[config.mk]
export PLATFORM = sky130hd
export DESIGN_NAME = piso_shift_tx
export DESIGN_NICKNAME = d
export VERILOG_FILES = /design/src/rtl/piso_shift_tx.sv
export SDC_FILE = /design/constraint.sdc
export NUM_CORES = 1
export LEC_CHECK = 0
export ABC_AREA = 1
export CAP_MARGIN = 20
export CORE_MARGIN = 5
export CORE_UTILIZATION = 58
export CTS_BUF_LIST = sky130_fd_sc_hd__clkbuf_4
export DETAILED_ROUTE_END_ITERATION = 10
export PLACE_DENSITY = 0.86
export SLEW_MARGIN = 25
export SYNTH_ARGS = -nofsm -noshare
export SYNTH_HDL_FRONTEND = slang
export SYNTH_SLANG_ARGS = --single-unit
[constraint.sdc]
create_clock -name clk -period 2 [get_ports clk]
set_clock_uncertainty 0.2 [all_clocks]
set_input_delay 0.2 -clock clk [delete_from_list [all_inputs] [get_ports clk]]
set_output_delay 0.2 -clock clk [all_outputs]
set_load 0.1 [all_outputs]
[src/rtl/piso_shift_tx.sv]
// Parallel-in/serial-out transmitter, valid/ready input, one-word buffer.
// Optional even-parity bit when P2S_PARITY_EN is defined.
//
// Ports:
//   clk, rst           clock, synchronous active-high reset
//   in_data, in_lsb    word and its bit order (1 = LSB first)
//   in_valid, in_ready input handshake; transfer on valid && ready
//   ser_out            registered serial bit
//   ser_valid          ser_out carries a frame bit
//   ser_last           final bit of the frame
//   busy               frame in progress (same as ser_valid)
module piso_shift_tx #(
  parameter int WIDTH = 8,
  parameter int CNT_W = $clog2(WIDTH + 1)
) (
  input  logic             clk,
  input  logic             rst,
  input  logic [WIDTH-1:0] in_data,
  input  logic             in_lsb,
  input  logic             in_valid,
  output logic             in_ready,
  output logic             ser_out,
  output logic             ser_valid,
  output logic             ser_last,
  output logic             busy
);

`ifdef P2S_PARITY_EN
  localparam int FL = WIDTH + 1;
`else
  localparam int FL = WIDTH;
`endif

  typedef enum logic [1:0] {
    IDLE  = 2'd0,
    SHIFT = 2'd1,
    PAR   = 2'd2
  } state_t;

  state_t           state;
  logic [WIDTH-1:0] sh;
  logic             sh_lsb;
  logic [WIDTH-1:0] buf_data;
  logic             buf_lsb;
  logic             buf_full;
  logic [CNT_W-1:0] cnt;
`ifdef P2S_PARITY_EN
  logic             par_bit;
`endif

  logic             accept;
  logic             last_data;
  logic             frame_end;
  logic             do_load;
  logic             buf_wr;
  logic [WIDTH-1:0] ld_data;
  logic             ld_lsb;

  assign in_ready  = !buf_full && !rst;
  assign accept    = in_valid && in_ready;
  assign busy      = ser_valid;
  assign last_data = (cnt == CNT_W'(WIDTH - 1));

`ifdef P2S_PARITY_EN
  assign frame_end = (state == PAR);
`else
  assign frame_end = (state == SHIFT) && last_data;
`endif

  // A pending buffered word always wins; it is only
  // ever non-empty while a frame is running.
  assign ld_data = buf_full ? buf_data : in_data;
  assign ld_lsb  = buf_full ? buf_lsb  : in_lsb;

  assign do_load = ((state == IDLE) && accept) ||
                   (frame_end && (buf_full || accept));

  assign buf_wr  = accept && (state != IDLE) && !frame_end;

  always_ff @(posedge clk) begin
    if (rst) begin
      state     <= IDLE;
      sh        <= '0;
      sh_lsb    <= 1'b0;
      buf_data  <= '0;
      buf_lsb   <= 1'b0;
      buf_full  <= 1'b0;
      cnt       <= '0;
      ser_out   <= 1'b0;
      ser_valid <= 1'b0;
      ser_last  <= 1'b0;
`ifdef P2S_PARITY_EN
      par_bit   <= 1'b0;
`endif
    end else begin
      if (buf_wr) begin
        buf_data <= in_data;
        buf_lsb  <= in_lsb;
        buf_full <= 1'b1;
      end else if (do_load && buf_full) begin
        buf_full <= 1'b0;
      end

      if (do_load) begin
        // First bit goes out on the load edge; the
        // shifter keeps the remaining bits.
        state     <= SHIFT;
        cnt       <= '0;
        ser_valid <= 1'b1;
        ser_last  <= 1'b0;
        sh_lsb    <= ld_lsb;
        if (ld_lsb) begin
          ser_out <= ld_data[0];
          sh      <= ld_data >> 1;
        end else begin
          ser_out <= ld_data[WIDTH-1];
          sh      <= ld_data << 1;
        end
`ifdef P2S_PARITY_EN
        par_bit   <= ^ld_data;
`endif
      end else if (frame_end) begin
        state     <= IDLE;
        cnt       <= '0;
        ser_out   <= 1'b0;
        ser_valid <= 1'b0;
        ser_last  <= 1'b0;
      end else if (state == SHIFT) begin
`ifdef P2S_PARITY_EN
        if (last_data) begin
          state    <= PAR;
          ser_out  <= par_bit;
          ser_last <= 1'b1;
          cnt      <= cnt + CNT_W'(1);
        end else
`endif
        begin
          cnt      <= cnt + CNT_W'(1);
          ser_last <= (cnt == CNT_W'(FL - 2));
          if (sh_lsb) begin
            ser_out <= sh[0];
            sh      <= sh >> 1;
          end else begin
            ser_out <= sh[WIDTH-1];
            sh      <= sh << 1;
          end
        end
      end
    end
  end

endmodule

* Word-level counts from Yosys, hierarchy flattened
Index checks and enable logic that the tools add are counted.
** Word-level totals
- Input port bits :: 12
- Register bits after elaboration :: 27
- Logic and storage cells :: 52
- Output and inout port bits :: 5
** Cells by class
- Equal/unequal tests :: 3
- $add $sub $neg :: 1
- Reductions and logical operators :: 20
- Mux-type cells :: 18
** Operators by type and width (count)
- 8-bit 2-to-1 mux :: 6
- 1-bit 2-to-1 mux :: 12
- 4-bit by 3-bit == test with 1-bit output, second input constant :: 2
- 1-bit logical AND :: 8
- 2-bit nonzero test :: 3
- 4-bit by 1-bit adder with 4-bit output, second input constant :: 1
- 1-bit logical NOT :: 3
- 3-bit nonzero test :: 1
- 3-bit OR reduction :: 1
- 2-bit logical NOT :: 1
- 1-bit logical OR :: 2
- 2-bit by 1-bit != test with 1-bit output, second input constant :: 1
- 2-bit AND reduction :: 1

* Logic depth before layout (Yosys ltp)
- Depth after elaboration :: 9
- Depth in mapped cells :: 9
- Depth with buffers taken out :: 9

* Worst setup path before layout
No wires, ideal clock.
- Path type :: register to register
- Start :: reg, netlist name busy
- End :: reg sh[1]
- Setup slack :: -0.195 ns
- Arrival :: 1.929 ns
- Clock period less this slack :: 2.195 ns
- Path buffers :: 0
- Stages on the path, launching flop included :: 7
- Data required time :: 1.734 ns
- Setup time :: 0.066 ns
- Cells stage by stage :: dfxtp_1 -> inv_1 -> nand3_4 -> nand2_1 -> nand2_1 -> o21ai_0 -> a21oi_2
** RTL lines
- end signal, assigned :: line 114 : sh <= ld_data >> 1;
- end signal, assigned :: line 117 : sh <= ld_data << 1;
- end signal, assigned :: line 142 : sh <= sh >> 1;
- end, declared :: line 41 : logic [WIDTH-1:0] sh;

* Worst setup path after layout
- Start :: reg cnt[0]
- End :: reg buf_data[5]
** On the way
- Longest elaborated chain between the ends :: 4
** Ends and longest elaborated chain
- start, declared :: line 46 : logic [CNT_W-1:0] cnt;
- start signal, assigned :: line 138 : cnt <= cnt + CNT_W'(1);
- 4-bit by 3-bit == test with 1-bit output :: line 62 : assign last_data = (cnt == CNT_W'(WIDTH - 1));
- 1-bit logical AND :: line 67 : assign frame_end = (state == SHIFT) && last_data;
- 1-bit logical NOT :: line 78 : assign buf_wr = accept && (state != IDLE) && !frame_end;
- 1-bit logical AND :: line 78
- end signal, assigned :: line 97 : buf_data <= in_data;
- end, declared :: line 43 : logic [WIDTH-1:0] buf_data;
No other way between the ends.
A chain may end at the register's enable or synchronous reset.

==> impl_metrics.tcl <==
set metrics [dict create \
    hp-start "in_data[0]" \
    core_area_um2 2690 \
    fmax_ghz 0.583 \
    drc 0 \
    fin_ws_ps 286 \
    period_share_pct 85.7 \
    internal_power_uw 734 \
    critical_path_arrival_ps 1740 \
    cts_sinks 26 \
    path_clk_slew_ps 130 \
    antenna_found_initial 0 \
    synth_cells 243 \
    dieWidth_um 62.3 \
    synth.area.mux_share_pct 0 \
    die_h_um 62.3 \
    max_stage_delay_ps 360 \
    setup_viol 0 \
    hold_depth 3 \
    power_frac_clock_pct 20.1 \
    cts_buffers 3 \
    postCtsResizedCells 0 \
    routed_wl_um 2970 \
    r2r_start "cnt[0]$_SDFFE_PP0P_" \
    synth-simple-area-share_pct 42.1 \
    crit_chain "ha_1 > nand2_2 > inv_2 > nand2_1 > nand2_2 > nor2_4 > inv_2 > nor2_1 > nor2_1" \
    cts_buffer_depth 2 \
    reg2reg_depth 9 \
    synth_compound_area_share_pct 14.0 \
    holdPathEnd "buf_data[0]$_SDFFE_PP0P_" \
    place.detailed.hpwl_um 2360 \
    synth_commonest_cells "nand2_1 (81), nor2_1 (30), dfxtp_1 (26)" \
    grt_pass1_wl_um 5380 \
    yosysSeqAreaShare_pct 32.8 \
    slowest_stage "dfxtp_1" \
    tritoncts "built" \
    place_congestion 0.828 \
    crit_path_end_kind "flip-flop" \
    r2r-end "buf_data[5]$_SDFFE_PP0P_" \
    power_density_nw_per_um2 616 \
    synth_top_cell_by_area "dfxtp_1" \
    vias_per_cell 4.89 \
    syn_area_um2 1590 \
    slew_violations 0 \
    cts_max_level 1 \
    routedWlPerCell_um 10.2 \
    cts_root_buffer "clkbuf_4" \
    syn_nets 257 \
    ys_types 27 \
    critPathRequiredTime_ps 2030 \
    yosys_most_used_dff "dfxtp_1" \
    seqPwrFrac_pct 52.0 \
    pin_count 17 \
    ff_latch_area_um2 522 \
    multiInputGateArea_um2 922 \
    max_cap_viol_count 0 \
    ir_drop_mv 0.514 \
    antenna_cells 0 \
    hold_path.class "primary input to flip-flop" \
    worstSetupPathType "flip-flop to flip-flop" \
    design_area_um2 1800 \
    synth_top_family_by_area "simple AND/OR/NAND/NOR gates" \
    synthTopCellsByArea "dfxtp_1 (33%), nand2_1 (19%), o21ai_0 (7.3%)" \
    finalCriticalPeriod_ps 1710 \
    first_global_vias 1268 \
    synthArstFlopShare_pct 0 \
    pwr-share-comb_pct 27.9 \
    start_util_pct 59.0 \
    synth_fa_ha_area_share_pct 1.58 \
    switching_share_pct 33.9 \
    maxSlewHeadroom_pct 69.0 \
    io_buffers 16 \
    synth_edf_count 0 \
    dpl_cell_area_um2 1780 \
    tightest_slew_ps 464 \
    yosysMostFrequentCell "nand2_1" \
    p_switching_uw 376 \
    fin_setup_tns_ps 0 \
    synth_top_area_share_pct 32.8 \
    critPathLaunchType "flip-flop" \
    n_fill_cell 248 \
    hold_viol 0 \
    finalNetCount 276 \
    drt_iter0_markers 59 \
    status "complete, no violations" \
    grt_start_max_net_pins 18 \
    leakagePower_nw 0.851 \
    areaGrowthSynthToFinish_pct 13.7 \
    drtAntennaViolNets 0 \
    drtPass1Iterations 4 \
    rsz0062_at_grt "false" \
    vias 1429 \
    die_area_um2 3880 \
    cp_max_fo 10 \
    postCtsSetupRepairBufs 0 \
    ys_warn_count 0 \
    pre_cts_ws_ps 71.9 \
    drive_above_1_share_pct 18.0 \
    synth-xor-area-share_pct 0.552 \
    cts_hold_buf 0 \
    syn_area_per_cell_um2 6.52 \
    placementRows 19 \
    grt_use_total_pct 16.2 \
    clk_latency_ps 320 \
    overflow 0 \
    ff2ff_setup_slack_ps 290 \
    ys_seq_elements 26 \
]
worst max path at each step:
stage / startpoint / to / slack (ps) / cells past startpoint
CTS: cnt[0]$_SDFFE_PP0P_ / buf_data[5]$_SDFFE_PP0P_ / 270 / 9
global placement: rst / buf_data[6]$_SDFFE_PP0P_ / 110 / 7
global route: cnt[1]$_SDFFE_PP0P_ / buf_data[4]$_SDFFE_PP0P_ / 150 / 9
floorplan: buf_full$_SDFFE_PP0P_ / sh[0]$_SDFFE_PP0P_ / 130 / 8
finish: cnt[0]$_SDFFE_PP0P_ / buf_data[5]$_SDFFE_PP0P_ / 290 / 9
detailed placement: rst / buf_data[5]$_SDFFE_PP0P_ / 70 / 7
flip-flops by register name, indices dropped and copies added, names as in the netlist:
register,count
buf_data,8
buf_full,1
buf_lsb,1
busy,1
cnt,4
ser_last,1
ser_out,1
sh,8
sh_lsb,1
per-stage QoR:
step,cells,util [%],hold slack (ps),power [mW]
after global placement,288,66.1,250,0.895
after detailed placement,288,66.1,287,0.899
after CTS,292,67.1,266,1.12
final,292,67.1,280,1.11
after floorplan,243,-,65.0,0.819
after global routing,292,67.1,264,1.20
final cells by class:
class	instances	area share (%)
Tap cell	31	2.15
Clock inverter	1	0.208
Timing Repair Buffer	19	10.1
Sequential cell	26	28.9
Clock buffer	3	1.25
Multi-Input combinational cell	183	51.1
Inverter	29	6.18
layer usage:
metal / GRT usage [%] / part of all wire, % / vias to the layer above
li1: - / - / 792
met4: 5.04 / 0.98 / 0
met5: 0 / 0 / -
met2: 25.9 / 46 / 29
met3: 2.88 / 4.5 / 3
met1: 21.9 / 48 / 605
cell usage in the layout (no fill, tap or decap), types with 2 or more instances in the layout:
| cell | instances |
|---|---|
| dfxtp_1 | 25 |
| nand2_1 | 81 |
| a21oi_2 | 5 |
| nand2_4 | 6 |
| inv_2 | 5 |
| o21ai_0 | 23 |
| clkdlybuf4s50_1 | 11 |
| nor2_4 | 2 |
| clkbuf_4 | 3 |
| a21oi_1 | 6 |
| nand2_2 | 8 |
| nor3_1 | 2 |
| nor2_1 | 30 |
| inv_1 | 23 |
| buf_4 | 7 |
| ha_1 | 2 |
| nand3_2 | 3 |
| nand3_1 | 8 |
cell families after synthesis:
logic type | count (synthesis)
AOI/OAI and AO/OA | 37
buffers and inverters | 34
and+or+nand+nor | 143
DFF | 26
xor gates and xnor gates | 1
adders and majority gates | 2
power groups by stage:
| stage | clock (mW) | combinational, mW | sequential (mW) |
|---|---|---|---|
| floorplan | 0 | 0.214 | 0.605 |
| global placement | 0 | 0.307 | 0.588 |
| detailed placement | 0 | 0.310 | 0.589 |
| CTS | 0.236 | 0.311 | 0.577 |
| global route | 0.266 | 0.348 | 0.583 |
| finish | 0.223 | 0.310 | 0.577 |
worst max-delay path, delay by kind of cell (launching register included):
| kind | cells | cell delay, ps |
|---|---|---|
| simple gates | 6 | 700 |
| flops | 1 | 360 |
| fa+ha+maj | 1 | 210 |
| buf+inv | 2 | 160 |
Note: power is estimated with default switching activity, not from simulation.
